### config.mk
export PLATFORM = sky130hd
export DESIGN_NAME = serial_subtractor
export DESIGN_NICKNAME = d
export VERILOG_FILES = /design/src/rtl/subtractor_pkg.sv /design/src/rtl/full_subtractor_cell.sv /design/src/rtl/serial_subtractor.sv
export SDC_FILE = /design/constraint.sdc
export NUM_CORES = 1
export LEC_CHECK = 0
export BUFFER_PORTS_ARGS = -buffer_cell sky130_fd_sc_hd__buf_2
export CAP_MARGIN = 40
export CORE_MARGIN = 2
export CORE_UTILIZATION = 47
export CTS_CLUSTER_SIZE = 25
export DETAILED_ROUTE_END_ITERATION = 12
export PLACE_DENSITY = 0.67
export SETUP_SLACK_MARGIN = 0.2
export SLEW_MARGIN = 20
export SYNTH_ARGS = -nofsm -noshare
export SYNTH_HDL_FRONTEND = slang
export SYNTH_SLANG_ARGS = --single-unit
### constraint.sdc
create_clock -name clk -period 1.9 [get_ports clk]
set_input_delay 0.19 -clock clk [delete_from_list [all_inputs] [get_ports clk]]
set_output_delay 0.19 -clock clk [all_outputs]
set_load 0.005 [all_outputs]
### src/rtl/subtractor_pkg.sv
// Shared types and sizing helpers for the serial subtractor library.
package subtractor_pkg;

  typedef enum logic [1:0] {
    IDLE,
    RUN,
    DONE
  } state_t;

  // Counter must reach WIDTH-1 and still carry its increment without wrapping.
  function automatic int cnt_width(input int width);
    return $clog2(width) + 1;
  endfunction

endpackage

### src/rtl/full_subtractor_cell.sv
// Combinational 1-bit full subtractor built from two half-subtractor stages plus an OR gate.
// Zero latency; no flow control.
module full_subtractor_cell (
  input  logic a,
  input  logic b,
  input  logic bin,
  output logic d,
  output logic bout
);

  logic hs1_d;
  logic hs1_b;
  logic hs2_b;

  always_comb begin
    hs1_d = a ^ b;
    hs1_b = ~a & b;
    d     = hs1_d ^ bin;
    hs2_b = ~hs1_d & bin;
    bout  = hs1_b | hs2_b;
  end

endmodule

### src/rtl/serial_subtractor.sv
// Bit-serial unsigned subtractor, LSB first: result WIDTH cycles after start, one op per WIDTH+2 cycles.
// start is honoured only in IDLE; requests arriving while busy are dropped, not queued.
module serial_subtractor
  import subtractor_pkg::*;
#(
  parameter int WIDTH = 8
) (
  input  logic             clk,
  input  logic             rst,
  input  logic             start,
  input  logic [WIDTH-1:0] val1,
  input  logic [WIDTH-1:0] val2,
  output logic             busy,
  output logic             done,
  output logic [WIDTH-1:0] diff,
  output logic             borrow
);

  localparam int CW = cnt_width(WIDTH);

  state_t           state_q, state_d;
  logic [WIDTH-1:0] a_q, a_d;
  logic [WIDTH-1:0] b_q, b_d;
  logic [WIDTH-1:0] part_q, part_d;
  logic [WIDTH-1:0] diff_q, diff_d;
  logic [CW-1:0]    cnt_q, cnt_d;
  logic             br_q, br_d;
  logic             borrow_q, borrow_d;
  logic             busy_q, busy_d;
  logic             done_q, done_d;

  logic cell_d;
  logic cell_bo;

  full_subtractor_cell u_cell (
    .a    (a_q[0]),
    .b    (b_q[0]),
    .bin  (br_q),
    .d    (cell_d),
    .bout (cell_bo)
  );

  always_comb begin
    state_d  = state_q;
    a_d      = a_q;
    b_d      = b_q;
    part_d   = part_q;
    diff_d   = diff_q;
    cnt_d    = cnt_q;
    br_d     = br_q;
    borrow_d = borrow_q;

    case (state_q)
      IDLE: begin
        if (start) begin
          a_d     = val1;
          b_d     = val2;
          br_d    = 1'b0;
          cnt_d   = '0;
          state_d = RUN;
        end
      end
      RUN: begin
        part_d = {cell_d, part_q[WIDTH-1:1]};
        a_d    = a_q >> 1;
        b_d    = b_q >> 1;
        br_d   = cell_bo;
        cnt_d  = cnt_q + 1'b1;
        // Last bit: the shifted-in partial result is the complete difference.
        if (cnt_q == CW'(WIDTH - 1)) begin
          diff_d   = {cell_d, part_q[WIDTH-1:1]};
          borrow_d = cell_bo;
          state_d  = DONE;
        end
      end
      DONE:    state_d = IDLE;
      default: state_d = IDLE;
    endcase

    busy_d = (state_d != IDLE);
    done_d = (state_d == DONE);
  end

  always_ff @(posedge clk or posedge rst) begin
    if (rst) begin
      state_q  <= IDLE;
      a_q      <= '0;
      b_q      <= '0;
      part_q   <= '0;
      diff_q   <= '0;
      cnt_q    <= '0;
      br_q     <= 1'b0;
      borrow_q <= 1'b0;
      busy_q   <= 1'b0;
      done_q   <= 1'b0;
    end else begin
      state_q  <= state_d;
      a_q      <= a_d;
      b_q      <= b_d;
      part_q   <= part_d;
      diff_q   <= diff_d;
      cnt_q    <= cnt_d;
      br_q     <= br_d;
      borrow_q <= borrow_d;
      busy_q   <= busy_d;
      done_q   <= done_d;
    end
  end

  assign busy   = busy_q;
  assign done   = done_q;
  assign diff   = diff_q;
  assign borrow = borrow_q;

endmodule

Word level (Yosys, flattened, before mapping)
Cells that the tools add are included.
- register bits after elaboration: 42
- bits of input ports: 19
- add/sub/neg operators: 1
- equal/unequal tests: 4
- mux-type cells: 11
- bitwise operators: 7
- reductions and logical operators: 5
- operators with widths (kind ; number):
    8-bit one-hot mux with 2 select lines ; 2
    8-bit two-way mux ; 2
    4-bit one-hot mux with 2 select lines ; 1
    4-bit by 1-bit adder with 4-bit output, second input constant ; 1
    4-bit by 3-bit == test with 1-bit output, second input constant ; 1
    2-bit two-way mux ; 2
    4-bit two-way mux ; 1
    2-bit one-hot mux with 2 select lines ; 1
    2-bit AND reduction ; 2
    2-bit nonzero test ; 2
    1-bit bitwise AND ; 2
    2-bit by 1-bit == test with 1-bit output, second input constant ; 1
    2-bit == test, second input constant ; 1
    2-bit logical NOT ; 1
    2-bit inequality test, second input constant ; 1
    1-bit inverter ; 2
    1-bit one-hot mux with 2 select lines ; 1
    1-bit bitwise XOR ; 2
    1-bit two-way mux ; 1
    1-bit bitwise OR ; 1

Logic depth before layout (Yosys ltp)
Gate-level depths: netlist of the first run.
- word-level depth: 5
- mapped depth: 5
- gate-level depth less buffers: 4

Hierarchy
A second synthesis of the first run with hierarchy kept.
- cells, all modules: 156
- area total of the unflattened synthesis: 1725.4 µm²
- modules (own cells, without submodules) (module ; instances ; cells an instance ; area an instance (µm²) ; sequential area each (µm²)):
    serial_subtractor ; 1 ; 152 ; 1694.1 ; 1026.0
    full_subtractor_cell ; 1 ; 4 ; 31.3 ; 0.0

Least setup slack after synthesis of the first run
OpenSTA, ideal clock, no wires.
- path kind: register to register
- start: register cnt_q[0]
- end: register borrow_q (netlist: borrow)
- data arrival time: 1.254 ns
- slack: 0.521 ns
- cell stages (with the launch flop): 5
- path buffers: 0
- clock period less this slack: 1.379 ns
- cells stage by stage: dfrtp_1 ha_1 nand4b_4 nor2_8 mux2_2
- cells in the longest elaborated chain, start to end: 2
- RTL lines (element ; RTL line ; RTL):
    from (decl) ; serial_subtractor.sv:26 ; logic [CW-1:0] cnt_q, cnt_d;
    from (signal assigned) ; serial_subtractor.sv:102 ; cnt_q <= cnt_d;
    4-bit by 3-bit == test with 1-bit output ; serial_subtractor.sv:70 ; if (cnt_q == CW'(WIDTH - 1)) begin
    2-bit AND reduction (no line) ; - ;
    to (signal assigned) ; serial_subtractor.sv:104 ; borrow_q <= borrow_d;
    to (decl) ; serial_subtractor.sv:28 ; logic borrow_q, borrow_d;
Every way passes these cells.
A chain may end at the register's enable or synchronous reset.

Final worst setup path of the first run
- start: register cnt_q[0]
- end: register diff_q[4] (netlist: diff[4])
- cells in the longest elaborated chain, start to end: 2
- RTL lines (element ; RTL line ; RTL):
    4-bit by 3-bit == test with 1-bit output ; serial_subtractor.sv:70 ;
    2-bit AND reduction (no line) ; - ;
    to (signal assigned) ; serial_subtractor.sv:101 ; diff_q <= diff_d;
    to (decl) ; serial_subtractor.sv:25 ; logic [WIDTH-1:0] diff_q, diff_d;
Every way passes these cells.

==> summary.md, run 1 <==
| Metric | Value |
|---|---|
| Die area | `4124 sq um` |
| CP max FO | `9` |
| Share of the synthesized area in the top cell type | `0.6021` |
| Hold Fails Final Rpt | `0` |
| Async S/R FF share, synth | `1.000` |
| Buffers on Ports | `29` |
| Largest family of logic cells by synthesized area | `compound AO/OA/AOI/OAI gates` |
| Worst VDD drop | `0.8174 mV` |
| Bufs on Longest Clock Path | `2` |
| Synth Area in Adders | `0.01909` |
| 1st-iter DRT viols | `92` |
| P&R area growth vs syn | `16.81%` |
| Largest cells by area after synthesis | `dfrtp_1 60%, mux2_2 9.9%, a22oi_1 6.2%` |
| RR Startpoint | `cnt_q[0]$_DFFE_PP0P_` |
| Cts hold-fix bufs | `1` |
| Worst hold path depth | `2` |
| Vias per cell | `5.335` |
| Via count | `1147` |
| Cts repair resizes | `0` |
| Final setup fails | `0` |
| Average wire per standard cell | `14.07 microns` |
| Post-synth EDFFs | `0` |
| Post-Route Utilization | `0.5828` |
| Gr ovfl total | `0` |
| Main flop type after synthesis | `dfrtp_1` |
| Seq/Total Area, Yosys | `0.6021` |
| Synth Area in XOR/XNOR | `0` |
| CTS clock-pin slew for the worst setup and hold paths | `0.11 ns` |
| Syn avg cell area | `12.72 sq um` |
| Die Ht | `64.22 microns` |
| Share of layout cells above drive strength 1 | `0.3550` |
| Clk_skew | `0.007611 ns` |
| Synth Cell Area | `1704 sq um` |
| WL final | `3025 microns` |
| Worst setup SP type | `flip-flop` |
| Worst hold endpoint | `a_q[7]$_DFFE_PP0P_` |
| YS warnings | `0` |
| Net Count, Synth | `155` |
| Count leader, synth | `dfrtp_1` |
| Complex-gate fraction of the synthesized area | `0.1535` |
| All-layer global routing usage | `0.1741` |
| Residual DRC count | `0` |
| CTS tree | `done` |
| Clk_lat worst skew | `0.35 ns` |
| Final Cycle Share | `0.8021` |
| Post-route setup TNS | `0 ns` |
| Hold path start | `val1[7]` |
| Post-synthesis mux area share | `0.09912` |
| Placeable Area | `3416 sq um` |
| Synth area leader | `dfrtp_1` |
| RSZ-0062 raised after global routing | `false` |
| Post-CTS Setup Bufs | `0` |
| Tmin final | `1.524 ns` |
| # rows | `21` |
| Slew @ Worst Pin | `0.5341 ns` |
| CTS root buf | `clkbuf_4` |
| Crit. End Element | `flip-flop` |
| RePlAce Congestion | `0.7946` |
| #FFs+latches synth | `41` |
| Min-delay worst type | `input pin to flip-flop` |
| Fmax | `656.1 MHz` |
| Max-slew violation count | `0` |
| Relative slew margins | `0.6423` |
| DRT antenna net count | `0` |
| I/O pin cnt | `30` |
| Post-Synthesis Cells | `134` |
| ANT cells | `0` |
| Starting density of the core | `0.4989` |
| Simple-Gate Fraction of Synth Area | `0.09104` |
| Run status | `completed` |
| Synth cell count leaders | `41 x dfrtp_1, 15 x mux2_2, 15 x nand2_1` |
| PwrDens | `1485 nW/um^2` |
| Number of antenna violations at the first check in global routing | `0` |
| Vias in the first global route | `1157` |
| First-pass GRT wire length | `5478 microns` |
| Leakage | `0.0009132 uW` |
| R2r endpoint | `diff[4]$_DFFE_PP0P_` |
| Die width | `64.22 microns` |
| Final #Nets | `189` |
| Worst Path Required | `2.14 ns` |
| Synth unique cells | `27` |
| Largest net degree at the start of global routing | `42` |
| CTS H-Tree Depth | `2` |
| Fin Hold WS | `0.06060 ns` |
| Detailed Place HPWL | `2146 microns` |
| Max cap viols | `0` |
| Flop-to-flop setup slack | `0.38 ns` |
| Clock Sinks | `41` |
| CP Data Arrival Time | `1.77 ns` |
| CTS buffer count | `5` |
| First-pass DRT Iterations | `4` |
| Worst-case reg-to-reg path depth | `4` |
| Setup CP Type | `flip-flop to flip-flop` |
[final cells by class]
type	instances	area, sq um
multi-input combinational	82	618.1
inverter	3	11.26
clock buffer	7	55.05
clock inverter	1	30.03
timing repair buffer	35	192.7
tap	46	57.56
fill	287	1425
sequential	41	1026
[state kept, by name (all words and copies together), names as in the netlist]
| signal | flops |
|---|---|
| br_q | 1 |
| state_q | 2 |
| borrow | 1 |
| done | 1 |
| a_q | 8 |
| diff | 8 |
| b_q | 8 |
| cnt_q | 4 |
| part_q | 7 |
| busy | 1 |
[power breakdown]
group          internal (uW)  switching (uW)  leakage (uW)
registers               1230             226      0.000515
logic                    498             419      0.000353
clock network            314             267     0.0000455
total                   2040             912      0.000913
[critical path, stage by stage, from the launching register on]
cell,delay [ns]
dfrtp_1,0.41
ha_1,0.25
nand4b_4,0.18
nor2_8,0.21
mux2_2,0.36
[placed cells by master, fill, tap and decap left out, types with 2 or more instances in the layout]
| cell | instances |
|---|---|
| clkbuf_4 | 5 |
| buf_4 | 5 |
| inv_1 | 3 |
| dfrtp_1 | 41 |
| nand2_1 | 15 |
| a22o_1 | 4 |
| nor2_1 | 2 |
| o21ai_0 | 14 |
| o21ai_1 | 2 |
| a22oi_1 | 14 |
| mux2_2 | 15 |
| nor2b_1 | 2 |
| buf_2 | 29 |
[stage by stage]
step           setup WS (ns)  area (sq um)  instances  power, uW
2_1_floorplan         0.5210          1704        134       2118
5_1_grt               0.2562          1991        215       3196
3_3_place_gp          0.4174          1896        206       2369
6_report              0.3759          1991        215       2957
4_1_cts               0.3565          1991        215       3009
3_5_place_dp          0.3708          1896        206       2414
[logic make-up after synthesis]
| family | after synthesis |
|---|---|
| DFF | 41 |
| AOI/OAI and AO/OA | 40 |
| and+or+nand+nor | 25 |
| muxes | 15 |
| buffers and inverters | 11 |
| adders and majority gates | 2 |
[worst max-delay path by stage]
stage                     cells past startpoint            startpoint               endpoint
after floorplan                               4  cnt_q[0]$_DFFE_PP0P_     borrow$_DFFE_PP0P_
after global placement                        4  cnt_q[0]$_DFFE_PP0P_    diff[6]$_DFFE_PP0P_
after detailed placement                      4  cnt_q[0]$_DFFE_PP0P_    diff[6]$_DFFE_PP0P_
after CTS                                     4  cnt_q[0]$_DFFE_PP0P_    diff[4]$_DFFE_PP0P_
after global routing                          2  state_q[0]$_DFF_PP0_  part_q[4]$_DFFE_PP0P_
final                                         4  cnt_q[0]$_DFFE_PP0P_    diff[4]$_DFFE_PP0P_
[layer usage]
metal,up-vias,track usage,share of wire
met5,-,0,0
met4,0,0.06649,0.019
met3,7,0.05458,0.061
met2,27,0.2813,0.47
met1,557,0.2191,0.45
li1,556,-,-
Power figures use the tool's default switching activity.
==> run 2: changes to the inputs <==
--- a/config.mk
+++ b/config.mk
@@ -5,13 +5,14 @@
 export SDC_FILE = /design/constraint.sdc
 export NUM_CORES = 1
 export LEC_CHECK = 0
+export ABC_AREA = 1
 export BUFFER_PORTS_ARGS = -buffer_cell sky130_fd_sc_hd__buf_2
 export CAP_MARGIN = 40
 export CORE_MARGIN = 2
 export CORE_UTILIZATION = 47
 export CTS_CLUSTER_SIZE = 25
 export DETAILED_ROUTE_END_ITERATION = 12
-export PLACE_DENSITY = 0.67
+export PLACE_DENSITY = 0.69
 export SETUP_SLACK_MARGIN = 0.2
 export SLEW_MARGIN = 20
 export SYNTH_ARGS = -nofsm -noshare
==> constraint.sdc (replaced) <==
create_clock -name clk -period 1.31 [get_ports clk]
set_input_delay 0.131 -clock clk [delete_from_list [all_inputs] [get_ports clk]]
set_output_delay 0.131 -clock clk [all_outputs]
set_load 0.005 [all_outputs]
==> run 2 against run 1 <==
Effect of this change: utilization grew 11 points; worst setup slack lost 0.26 ns; via count rose by 31%; clock power grew 38%; count of clock-buffer cells in the layout shrank 1; critical path depth up 1; register-to-register slack worse by 0.26 ns; fmax rose by 28%; routed wire length increased by 31%; critical endpoint is now diff[7]$_DFFE_PP0P_; highest routed layer unchanged.
==> summary.md, run 2 <==
| Metric | Value |
|---|---|
| Clock Sinks | `41 (unchanged)` |
| Final Cycle Share | `0.9085 (+0.1064)` |
| CP max FO | `2 (-7)` |
| Worst Slack Setup Final | `0.1198 ns (-0.2561 ns)` |
| Synth Area in XOR/XNOR | `0 (unchanged)` |
| 1st-iter DRT viols | `68 (-26%)` |
| DRT antenna net count | `0 (unchanged)` |
| CTS tree | `done` |
| Final instance area | `2509 sq um (+26%)` |
| Run status | `completed` |
| Dpl ws | `0.09878 ns (-0.2720 ns)` |
| Synth cell count leaders | `87 x nand2_1, 41 x dfrtp_1, 36 x nand3_1` |
| Worst hold endpoint | `a_q[4]$_DFFE_PP0P_` |
| Placed cell area | `1951 sq um (+2.9%)` |
| Residual DRC count | `0 (unchanged)` |
| Share of power burned in registers | `0.403 (-0.090)` |
| Relative slew margins | `0.7978 (+0.1555)` |
| Share of the synthesized area in the top cell type | `0.5878 (-0.01424)` |
| Count leader, synth | `nand2_1` |
| Main flop type after synthesis | `dfrtp_1` |
| Largest cells by area after synthesis | `dfrtp_1 59%, nand2_1 19%, nand3_1 10%` |
| Largest family of logic cells by synthesized area | `simple AND/OR/NAND/NOR gates` |
| Sw Share | `0.3921 (+0.08353)` |
| #FFs+latches synth | `41 (unchanged)` |
| Pint | `3299 uW (+61%)` |
| CP most frequent cell | `nand2_1` |
| Tmin final | `1.190 ns (-0.3339 ns)` |
| Number of fill cells | `272 (-5.2%)` |
| Min-delay worst type | `input pin to flip-flop` |
| Fmax | `840.2 MHz (+28%)` |
| Synth area leader | `dfrtp_1` |
| Hold path start | `val1[4]` |
| Complex-gate fraction of the synthesized area | `0.01290 (-0.1405)` |
| Max cap viols | `0 (unchanged)` |
| CTS H-Tree Depth | `2 (unchanged)` |
| Synth Area in Adders | `0.01864 (-0.0004516)` |
| First-pass GRT wire length | `6003 microns (+9.6%)` |
| Post-Route Utilization | `0.6957 (+0.1129)` |
| Syn avg cell area | `8.951 sq um (-30%)` |
| Clock power share | `0.148 (-0.049)` |
| Vias per cell | `5.044 (-5.5%)` |
| Commonest non-fill, non-tap cells in the layout | `63 x nand2_1, 41 x dfrtp_1, 29 x buf_2` |
| PwrDens | `2163 nW/um^2 (+46%)` |
| CP max stage delay | `0.55 ns (+0.14 ns)` |
| Hold Fails Final Rpt | `0 (unchanged)` |
| Most common cell after layout, fill and taps aside | `nand2_1` |
| Simple-Gate Fraction of Synth Area | `0.3348 (+0.2437)` |
| I/O pin cnt | `30 (unchanged)` |
| Worst-case reg-to-reg path depth | `5 (+1)` |
| Via count | `1503 (+31%)` |
| P&R area growth vs syn | `43.73%` |
| Largest net degree at the start of global routing | `24 (-43%)` |
| Die width | `64.94 microns (+1.1%)` |
| Die area | `4217 sq um (+2.3%)` |
| Max-slew violation count | `0 (unchanged)` |
| Clk_lat worst skew | `0.30 ns (-0.05 ns)` |
| Worst Path Required | `1.51 ns (-0.63 ns)` |
| Worst VDD drop | `1.268 mV (+55%)` |
| Post-synthesis mux area share | `0 (-0.09912)` |
| CTS clock-pin slew for the worst setup and hold paths | `0.08 ns (-0.03 ns)` |
| # rows | `22 (+4.8%)` |
| YS warnings | `0 (unchanged)` |
| RePlAce Congestion | `0.8310 (+4.6%)` |
| Clk_skew | `0.004411 ns (-0.003201 ns)` |
| Synth Cell Area | `1745 sq um (+2.4%)` |
| Gate power share | `0.449 (+0.139)` |
| Detailed Place HPWL | `2122 microns (-1.1%)` |
| R2r endpoint | `diff[7]$_DFFE_PP0P_` |
| Final setup fails | `0 (unchanged)` |
| Gr ovfl total | `0 (unchanged)` |
| Seq/Total Area, Yosys | `0.5878 (-0.01424)` |
| Net Count, Synth | `216 (+39%)` |
| Async S/R FF share, synth | `1.000 (unchanged)` |
| Starting density of the core | `0.4840 (-0.01486)` |
| CTS buffer count | `5 (unchanged)` |
| ANT cells | `0 (unchanged)` |
| Register Area | `1026 sq um (unchanged)` |
| Slew @ Worst Pin | `0.3033 ns (-0.2309 ns)` |
| Leakage | `0.001414 uW (+55%)` |
| Worst hold path depth | `3 (+1)` |
| Crit-path cells | `inv_2 > fa_1 > inv_1 > nand2_1 > nand2_1` |
| Final #Nets | `270 (+43%)` |
| All-layer global routing usage | `0.1889 (+0.01484)` |
| CP Data Arrival Time | `1.39 ns (-0.38 ns)` |
| CTS root buf | `clkbuf_8` |
| Average wire per standard cell | `13.27 microns (-5.7%)` |
| Net switching power | `2127 uW (+130%)` |
| Die Ht | `64.94 microns (+1.1%)` |
| RSZ-0062 raised after global routing | `true` |
| Worst setup SP type | `flip-flop` |
| Post-route setup TNS | `0 ns (unchanged)` |
| First-pass DRT Iterations | `4 (unchanged)` |
| Buffers on Ports | `29 (unchanged)` |
| Crit. End Element | `flip-flop` |
| Flop-to-flop setup slack | `0.12 ns (-0.26 ns)` |
| Synth unique cells | `21 (-22%)` |
| Post-synth EDFFs | `0 (unchanged)` |
| RR Startpoint | `a_q[0]$_DFFE_PP0P_` |
| Setup CP Type | `flip-flop to flip-flop` |
| Number of antenna violations at the first check in global routing | `0 (unchanged)` |
| WL final | `3955 microns (+31%)` |
| Area of the multi-input gates | `919.6 sq um (+49%)` |
| Share of layout cells above drive strength 1 | `0.4440 (+0.08897)` |
| Bufs on Longest Clock Path | `2 (unchanged)` |
| Post-Synthesis Cells | `195 (+46%)` |
| Vias in the first global route | `1307 (+13%)` |
| Placeable Area | `3606 sq um (+5.6%)` |
| Slowest CP cell | `fa_1` |
-- run 2: cell types whose count changed in the layout (fill, tap and decap cells not counted), sizes merged, moves of 14 or more --
| cell | before | now |
|---|---|---|
| a22oi | 14 | 0 |
| buf | 34 | 50 |
| mux2 | 15 | 0 |
| nand2 | 15 | 91 |
| nand3 | 1 | 37 |
| o21ai | 16 | 2 |
-- run 2: layout make-up --
class / count / area share
tap: 48 / 0.02394
sequential: 41 / 0.4090
timing repair buffer: 53 / 0.1556
multi-input combinational: 142 / 0.3666
inverter: 6 / 0.01197
clock buffer: 6 / 0.02893
clock inverter: 2 / 0.003990
-- run 2: worst max path at each step --
stage / start / end / slack (ns) / cells past startpoint
after floorplan: a_q[0]$_DFFE_PP0P_ / diff[7]$_DFFE_PP0P_ / 0.16 / 5
after detailed placement: cnt_q[0]$_DFFE_PP0P_ / diff[6]$_DFFE_PP0P_ / 0.1 / 5
after global placement: cnt_q[0]$_DFFE_PP0P_ / diff[6]$_DFFE_PP0P_ / 0.12 / 5
final: a_q[0]$_DFFE_PP0P_ / diff[7]$_DFFE_PP0P_ / 0.12 / 5
after global routing: cnt_q[1]$_DFFE_PP0P_ / borrow$_DFFE_PP0P_ / 0.06 / 6
after CTS: a_q[0]$_DFFE_PP0P_ / diff[7]$_DFFE_PP0P_ / 0.11 / 5
-- run 2: per-stage QoR --
step	std cells	hold WS [ns]	power (uW)
after floorplan	195	0.2406	3340
after global placement	271	0.1801	3764
after detailed placement	271	0.1831	3813
after CTS	291	0.02285	4897
after global routing	298	0.03684	5834
final	298	0.04613	5426
-- run 2: what timing repair did --
item | in CTS | in global routing
pin swaps | 5 | 10
cloned | 2 | 2
setup endpoints to repair | 28 | 28
hold buffers | 1 | 0
endpoints found under the hold margin | 41 | 0
resized for setup | 8 | 63
buffers inserted | 9 | 5
-- run 2: logic make-up (layout without fill, tap and decap cells) --
logic type      after synthesis  after routing
flops                        41             41
fa+ha+maj                     2              2
simple gates                134            136
buf+inv                      14             67
compound gates                4              4
-- run 2: worst max-delay path, delay by kind of cell, from the launching register on --
kind / cells / cell delay (ns)
buffers and inverters: 2 / 0.10
flip-flops: 1 / 0.36
adder cells (fa/ha/maj): 1 / 0.55
AND/OR/NAND/NOR: 2 / 0.09
-- run 2: per-layer routing --
| metal | vias up | track usage | wire [microns] |
|---|---|---|---|
| li1 | 729 | - | - |
| met1 | 734 | 0.2528 | 1689 |
| met2 | 33 | 0.2912 | 2047 |
| met3 | 7 | 0.06424 | 170 |
| met4 | 0 | 0.05585 | 47 |
| met5 | - | 0 | 0 |
-- run 2: power groups by stage --
stage	logic, uW	registers (uW)	clock network [uW]
floorplan	1200	2140	0
global placement	1590	2170	0
detailed placement	1640	2170	0
CTS	1930	2150	815
global route	2670	2260	900
finish	2440	2190	801
